File: src/rtl/sym_frame_tx.sv
// rtl/sym_frame_tx.sv - serialises a payload word into a 2-bit symbol frame (header, payload, idle gap)
// Frame: 01,10,11 header, payload MSB-first two bits per cycle, then GAP_CYCLES idle 00 symbols.
module sym_frame_tx #(
  parameter int DATA_W     = 8,
  parameter int GAP_CYCLES = 2
) (
  input  logic              clk,
  input  logic              rst_n,
  input  logic              in_valid,
  input  logic [DATA_W-1:0] in_data,
  output logic              in_ready,
  input  logic              abort,
  output logic [1:0]        num,
  output logic              busy,
  output logic              done
);

  localparam int HALF  = DATA_W / 2;
  localparam int CNT_W = $clog2(HALF) + 1;
  localparam int GAP_W = $clog2(GAP_CYCLES + 1);
  localparam logic [CNT_W-1:0] CNT_LAST = CNT_W'(HALF);
  localparam logic [CNT_W-1:0] CNT_PEN  = CNT_W'(HALF - 1);
  localparam logic [GAP_W-1:0] GAP_LAST = GAP_W'(GAP_CYCLES);

  typedef enum logic [1:0] {IDLE, HDR, DATA, GAP} state_t;

  state_t            state, state_nxt;
  logic [1:0]        hdr_idx, hdr_idx_nxt;
  logic [CNT_W-1:0]  sym_cnt, sym_cnt_nxt;
  logic [GAP_W-1:0]  gap_cnt, gap_cnt_nxt;
  logic [DATA_W-1:0] sreg, sreg_nxt;
  logic [1:0]        num_nxt;
  logic              busy_nxt;
  logic              done_nxt;

  assign in_ready = (state == IDLE) && !abort;

  always_ff @(posedge clk or negedge rst_n) begin
    if (!rst_n) begin
      state   <= IDLE;
      hdr_idx <= '0;
      sym_cnt <= '0;
      gap_cnt <= '0;
      sreg    <= '0;
      num     <= 2'b00;
      busy    <= 1'b0;
      done    <= 1'b0;
    end else begin
      state   <= state_nxt;
      hdr_idx <= hdr_idx_nxt;
      sym_cnt <= sym_cnt_nxt;
      gap_cnt <= gap_cnt_nxt;
      sreg    <= sreg_nxt;
      num     <= num_nxt;
      busy    <= busy_nxt;
      done    <= done_nxt;
    end
  end

  // Outputs are computed one cycle ahead so num/busy/done come straight from flops.
  always_comb begin
    state_nxt   = state;
    hdr_idx_nxt = hdr_idx;
    sym_cnt_nxt = sym_cnt;
    gap_cnt_nxt = gap_cnt;
    sreg_nxt    = sreg;
    num_nxt     = num;
    busy_nxt    = busy;
    done_nxt    = 1'b0;
    case (state)
      IDLE: begin
        num_nxt  = 2'b00;
        busy_nxt = 1'b0;
        if (in_valid && in_ready) begin
          state_nxt   = HDR;
          num_nxt     = 2'b01;
          busy_nxt    = 1'b1;
          hdr_idx_nxt = 2'd1;
          sreg_nxt    = in_data;
          sym_cnt_nxt = '0;
          gap_cnt_nxt = '0;
        end
      end
      HDR: begin
        if (hdr_idx == 2'd3) begin
          state_nxt   = DATA;
          hdr_idx_nxt = 2'd0;
          num_nxt     = sreg[DATA_W-1 -: 2];
          sreg_nxt    = sreg << 2;
          sym_cnt_nxt = CNT_W'(1);
          done_nxt    = (HALF == 1);
        end else begin
          hdr_idx_nxt = hdr_idx + 2'd1;
          num_nxt     = hdr_idx + 2'd1;
        end
      end
      DATA: begin
        if (sym_cnt == CNT_LAST) begin
          state_nxt   = GAP;
          num_nxt     = 2'b00;
          sreg_nxt    = '0;
          sym_cnt_nxt = '0;
          gap_cnt_nxt = GAP_W'(1);
        end else begin
          num_nxt     = sreg[DATA_W-1 -: 2];
          sreg_nxt    = sreg << 2;
          sym_cnt_nxt = sym_cnt + CNT_W'(1);
          done_nxt    = (sym_cnt == CNT_PEN);
        end
      end
      GAP: begin
        num_nxt = 2'b00;
        if (gap_cnt == GAP_LAST) begin
          state_nxt   = IDLE;
          busy_nxt    = 1'b0;
          gap_cnt_nxt = '0;
        end else begin
          gap_cnt_nxt = gap_cnt + GAP_W'(1);
        end
      end
      default: begin
        state_nxt = IDLE;
        num_nxt   = 2'b00;
        busy_nxt  = 1'b0;
      end
    endcase
    // Abort wins over every in-frame transition and drops the latched payload.
    if (abort && (state != IDLE)) begin
      state_nxt   = IDLE;
      hdr_idx_nxt = '0;
      sym_cnt_nxt = '0;
      gap_cnt_nxt = '0;
      sreg_nxt    = '0;
      num_nxt     = 2'b00;
      busy_nxt    = 1'b0;
      done_nxt    = 1'b0;
    end
  end

endmodule

File: config.mk
export PLATFORM = sky130hd
export DESIGN_NAME = sym_frame_tx
export DESIGN_NICKNAME = d
export VERILOG_FILES = /design/src/rtl/sym_frame_tx.sv
export SDC_FILE = /design/constraint.sdc
export NUM_CORES = 1
export LEC_CHECK = 0
export ABC_AREA = 1
export BUFFER_PORTS_ARGS = -buffer_cell sky130_fd_sc_hd__buf_2
export CAP_MARGIN = 25
export CORE_MARGIN = 2
export CORE_UTILIZATION = 61
export DETAILED_ROUTE_END_ITERATION = 7
export PLACE_DENSITY = 0.91
export SYNTH_ARGS = -nofsm -noshare
export SYNTH_HDL_FRONTEND = slang
export SYNTH_SLANG_ARGS = --single-unit
File: constraint.sdc
create_clock -name clk -period 4.4 [get_ports clk]
set_input_delay 0.44 -clock clk [delete_from_list [all_inputs] [get_ports clk]]
set_output_delay 0.44 -clock clk [all_outputs]
set_load 0.01 [all_outputs]
Word-level counts from Yosys, hierarchy flattened
Index checks and enable logic that the tools add are counted.
Storage, ports and cells
  flip-flop bits (word level): 21
  bits in latches: 0
  bits in writable memories: 0
  bits in read-only memories: 0
  input bits: 12
  logic and storage cells: 73
  memories: 0
Operators by class
  add/subtract/negate cells: 3
  $mul: 0
  div/mod/pow operators: 0
  magnitude comparators: 0
  eq/ne operators: 11
  shift-type cells: 0
  multiplexer cells: 36
  bitwise logic cells: 0
  reductions and logical operators: 15
Operator list (count)
  8-bit 2-to-1 mux: 4
  2-bit 2-to-1 mux: 14
  8-bit one-hot mux with 3 select lines: 1
  2-bit one-hot mux with 4 select lines: 2
  3-bit 2-to-1 mux: 4
  3-bit != test, second input constant: 3
  3-bit one-hot mux with 3 select lines: 1
  2-bit == test, second input constant: 4
  4-bit nonzero test: 2
  1-bit 2-to-1 mux: 7
  2-bit one-hot mux with 3 select lines: 1
  3-bit AND reduction: 2
  3-bit nonzero test: 2
  2-bit by 1-bit adder with 2-bit output, second input constant: 2
  2-bit one-hot mux with 2 select lines: 1
  2-bit AND reduction: 2
  4-bit AND reduction: 1
  3-bit by 1-bit adder with 3-bit output, second input constant: 1
  3-bit by 2-bit == test with 1-bit output, second input constant: 1
  3-bit == test, second input constant: 1
  1-bit logical AND: 3
  3-bit by 1-bit != test with 1-bit output, second input constant: 1
  2-bit by 1-bit == test with 1-bit output, second input constant: 1
  2-bit logical NOT: 1
  3 further kinds: 3

Longest topological paths before layout
  depth after elaboration: 6
  mapped depth: 9
  depth with buffers taken out: 9

Worst setup path before layout
No wires, ideal clock.
  path type: register -> register
  start point: register state[0]
  end point: register sreg[2]
  arrival time: 1.328 ns
  path slack: 2.955 ns
  cell stages (with the launch flop): 10
  period minus slack after synthesis: 1.445 ns
  path through: dfrtp_1 > inv_1 > ha_1 > inv_1 > nand2_2 > nand2_2 > nand3_2 > buf_6 > nand2_1 > nand2_1
On the way
  longest elaborated chain between the ends: 5
  elaborated cells between the ends (all ways): 13
Ends and longest elaborated chain
  from (decl): line 27  | state_t state, state_nxt;
  from (signal assigned): line 49  | state <= state_nxt;
  2-bit logical NOT: line 36, 70
  1-bit logical AND: line 36  | assign in_ready = (state == IDLE) && !abort;
  1-bit logical AND: line 74  | if (in_valid && in_ready) begin
  3-bit by 1-bit != test with 1-bit output (no source line)
  3-bit AND reduction (no source line)
  to (signal assigned): line 53  | sreg <= sreg_nxt;
  to (decl): line 31  | logic [DATA_W-1:0] sreg, sreg_nxt;
Parallel ways exist; a longest one is shown, timed or not.
A chain may end at the register's enable or synchronous reset.

Final worst setup path
  start point: register state[0]
  end point: register sreg[0]
Same word-level chain as after synthesis.

==> metrics <==
Syn Area/Cell 7.23 um^2; share of post-route cells with drive strength above 1 0.150; area of the mapped netlist 0.00132 mm^2; half-perimeter wire length after placement 2040 um; RSZ-0062 raised after global routing false; Antenna Cells 0; Initial DRC Count 32; summed negative setup slack over all endpoints 0 ns; kind of start point of the critical path register; status complete, no violations; max-slew headroom at the worst pin 0.700; Total GRT Usage 0.248; starting density of the core 0.661; Area Overhead vs Synth 8.89%; number of max-cap violations 0; ANT nets after route 0; synthesis warning total 0; Data arrival, critical path 2.14 ns; routed via count divided by cell count 5.20; router iterations before antenna repair 4; final count of pins violating max slew 0; maximum number of pins on one net before global-route repair 22; Mapped Nets 204; CTS tree built; element type at the critical path end register; number of antenna violations at the first check in global routing 0; Cell Count Post-Placement 223; sequential cell area fraction in the yosys report 0.397; share of the synthesized area in the top cell type 0.397; clk sink count 21; total non-filler cell area in the finished layout 0.00144 mm^2; count of vias placed by the detailed router 1181; Core Area 0.00200 mm^2; total wire length after detailed routing 2690 um; clk_lat worst skew 0.31 ns; post-route minimum period 1.93 ns; CTS root buffer clkbuf_4; maximum vdd drop 384 uV; Post-Layout Cell Count 227; number of global-route vias before repair 1164; total setup buffers inserted after CTS 0; Resize count post-CTS 0; max frequency 517 MHz; count of final setup violators 0; Synth area leader dfrtp_1; H-tree depth reported by CTS 1; post-synthesis cell type count 20; launching instance or port of the critical path state[0]; DIE AREA 0.00256 mm^2; Required @ worst endpoint 4.60 ns; flop and latch count out of synthesis 21; global-route wire length before repair 4790 um; Final #Nets 222; startpoint-to-endpoint class of the critical path reg2reg; DRC violations left 0; power density of the placed cells 677 mW/mm^2; I/O pins 17; Worst Tran Pin Value 0.451 ns; RD Place Congestion 0.948; Worst Hold Class in2async; R2R Path Start state[0]; wire length per cell after detailed routing 11.8 um; worst clock skew 0.00913 ns; Finished Core Util 0.719; number of buffer cells added on primary ports 16; final hold violations 0; static leakage 0.847 nW; floorplan die width 50.6 um; vertical extent of the die 50.6 um; cts bufs inserted 3; clock-pin transition on the worst setup and hold timing paths 0.12 ns; final period utilization 0.439; Post-Syn Instances 183; total of hold buffers inserted after clock tree synthesis 0; maximum count of clock buffers along a single path 2; top post-synthesis cells by area dfrtp_1 (40%), nand2_1 (20%), ha_1 (8.5%); gr ovfl total 0; row count 16; highest fanout seen on the critical path 17; Area after DPL 0.00141 mm^2
## placed cells by master (no fill, tap or decap), drive strengths merged
cell type / n
clkbuf: 3
ha: 9
a21boi: 1
buf: 16
nor3: 1
o21ai: 17
clkinv: 1
dfrtp: 21
nand2: 74
a21oi: 1
nand4: 1
nor2: 9
inv: 28
nand3: 18
## synth_stat cells
master,instances
nor2_8,1
dfrtp_1,21
buf_2,1
buf_6,1
nor3_1,1
nand2_1,70
nor2_2,1
nand3_2,1
nand2_2,4
nand4_1,1
a21oi_1,1
ha_1,9
o21ai_2,3
nand3_1,17
o21ai_0,12
inv_1,28
buf_4,1
nor2_1,7
a21boi_0,1
o21ai_1,2
## cells by family (layout without fill, tap and decap cells)
group           Yosys count  count (layout)  synth area share
simple gates            103             103             0.338
buf+inv                  31              48            0.0974
flops                    21              21             0.397
compound gates           19              19            0.0823
fa+ha+maj                 9               9            0.0851
## layer usage
layer / routed length (um) / part of all wire / vias to the layer above / global-route usage
li1: - / - / 602 / -
met4: 63 / 0.023 / 0 / 0.126
met3: 107 / 0.040 / 8 / 0.0357
met5: 0 / 0 / - / 0
met1: 1170 / 0.44 / 537 / 0.292
met2: 1340 / 0.50 / 34 / 0.436
## power breakdown
group	internal, mW	switching, mW	total (mW)
sequential	0.254	0.0412	0.295
combinational	0.181	0.403	0.584
clock	0.0340	0.0614	0.0954
total	0.469	0.506	0.975
## cell type report
cell class                 count  area, um^2
multi-input combinational    131         668
timing repair buffer          16        80.1
sequential                    21         526
tap                           27        33.8
clock inverter                 1        5.00
inverter                      28         105
fill                         169         562
clock buffer                   3        22.5
## worst max-delay path, cell delays in order (launching register included)
cell,delay [ns]
dfrtp_1,0.44
inv_1,0.13
ha_1,0.27
inv_1,0.10
nand2_2,0.21
nand2_2,0.19
nand3_2,0.25
nand2_1,0.16
o21ai_2,0.06
## sequential cells by signal, summed over array words and instances (netlist names)
| signal | count |
|---|---|
| hdr_idx | 2 |
| state | 2 |
| gap_cnt | 2 |
| sreg | 8 |
| sym_cnt | 3 |
| num | 2 |
| busy | 1 |
| done | 1 |
## worst paths after layout
kind                              end  slack (ns)  cells after the start
max                           sreg[0]        2.47                      8
min                        sym_cnt[2]        0.05                      1
max reg2reg                   sreg[0]        2.47                      8
min reg2reg                      busy        0.50                      2
max in group asynchronous     sreg[7]        4.03                      1
min in group clk              sreg[1]        0.40                      3
## metrics by stage
step	setup WS (ns)	hold WS, ns	power, mW
4_1_cts	2.52	0.0720	0.972
3_3_place_gp	2.67	0.412	0.842
5_1_grt	2.29	0.0875	1.07
3_5_place_dp	2.54	0.417	0.878
2_1_floorplan	2.96	0.144	0.760
6_report	2.47	0.0463	0.975
(Power assumes the default switching activity.)
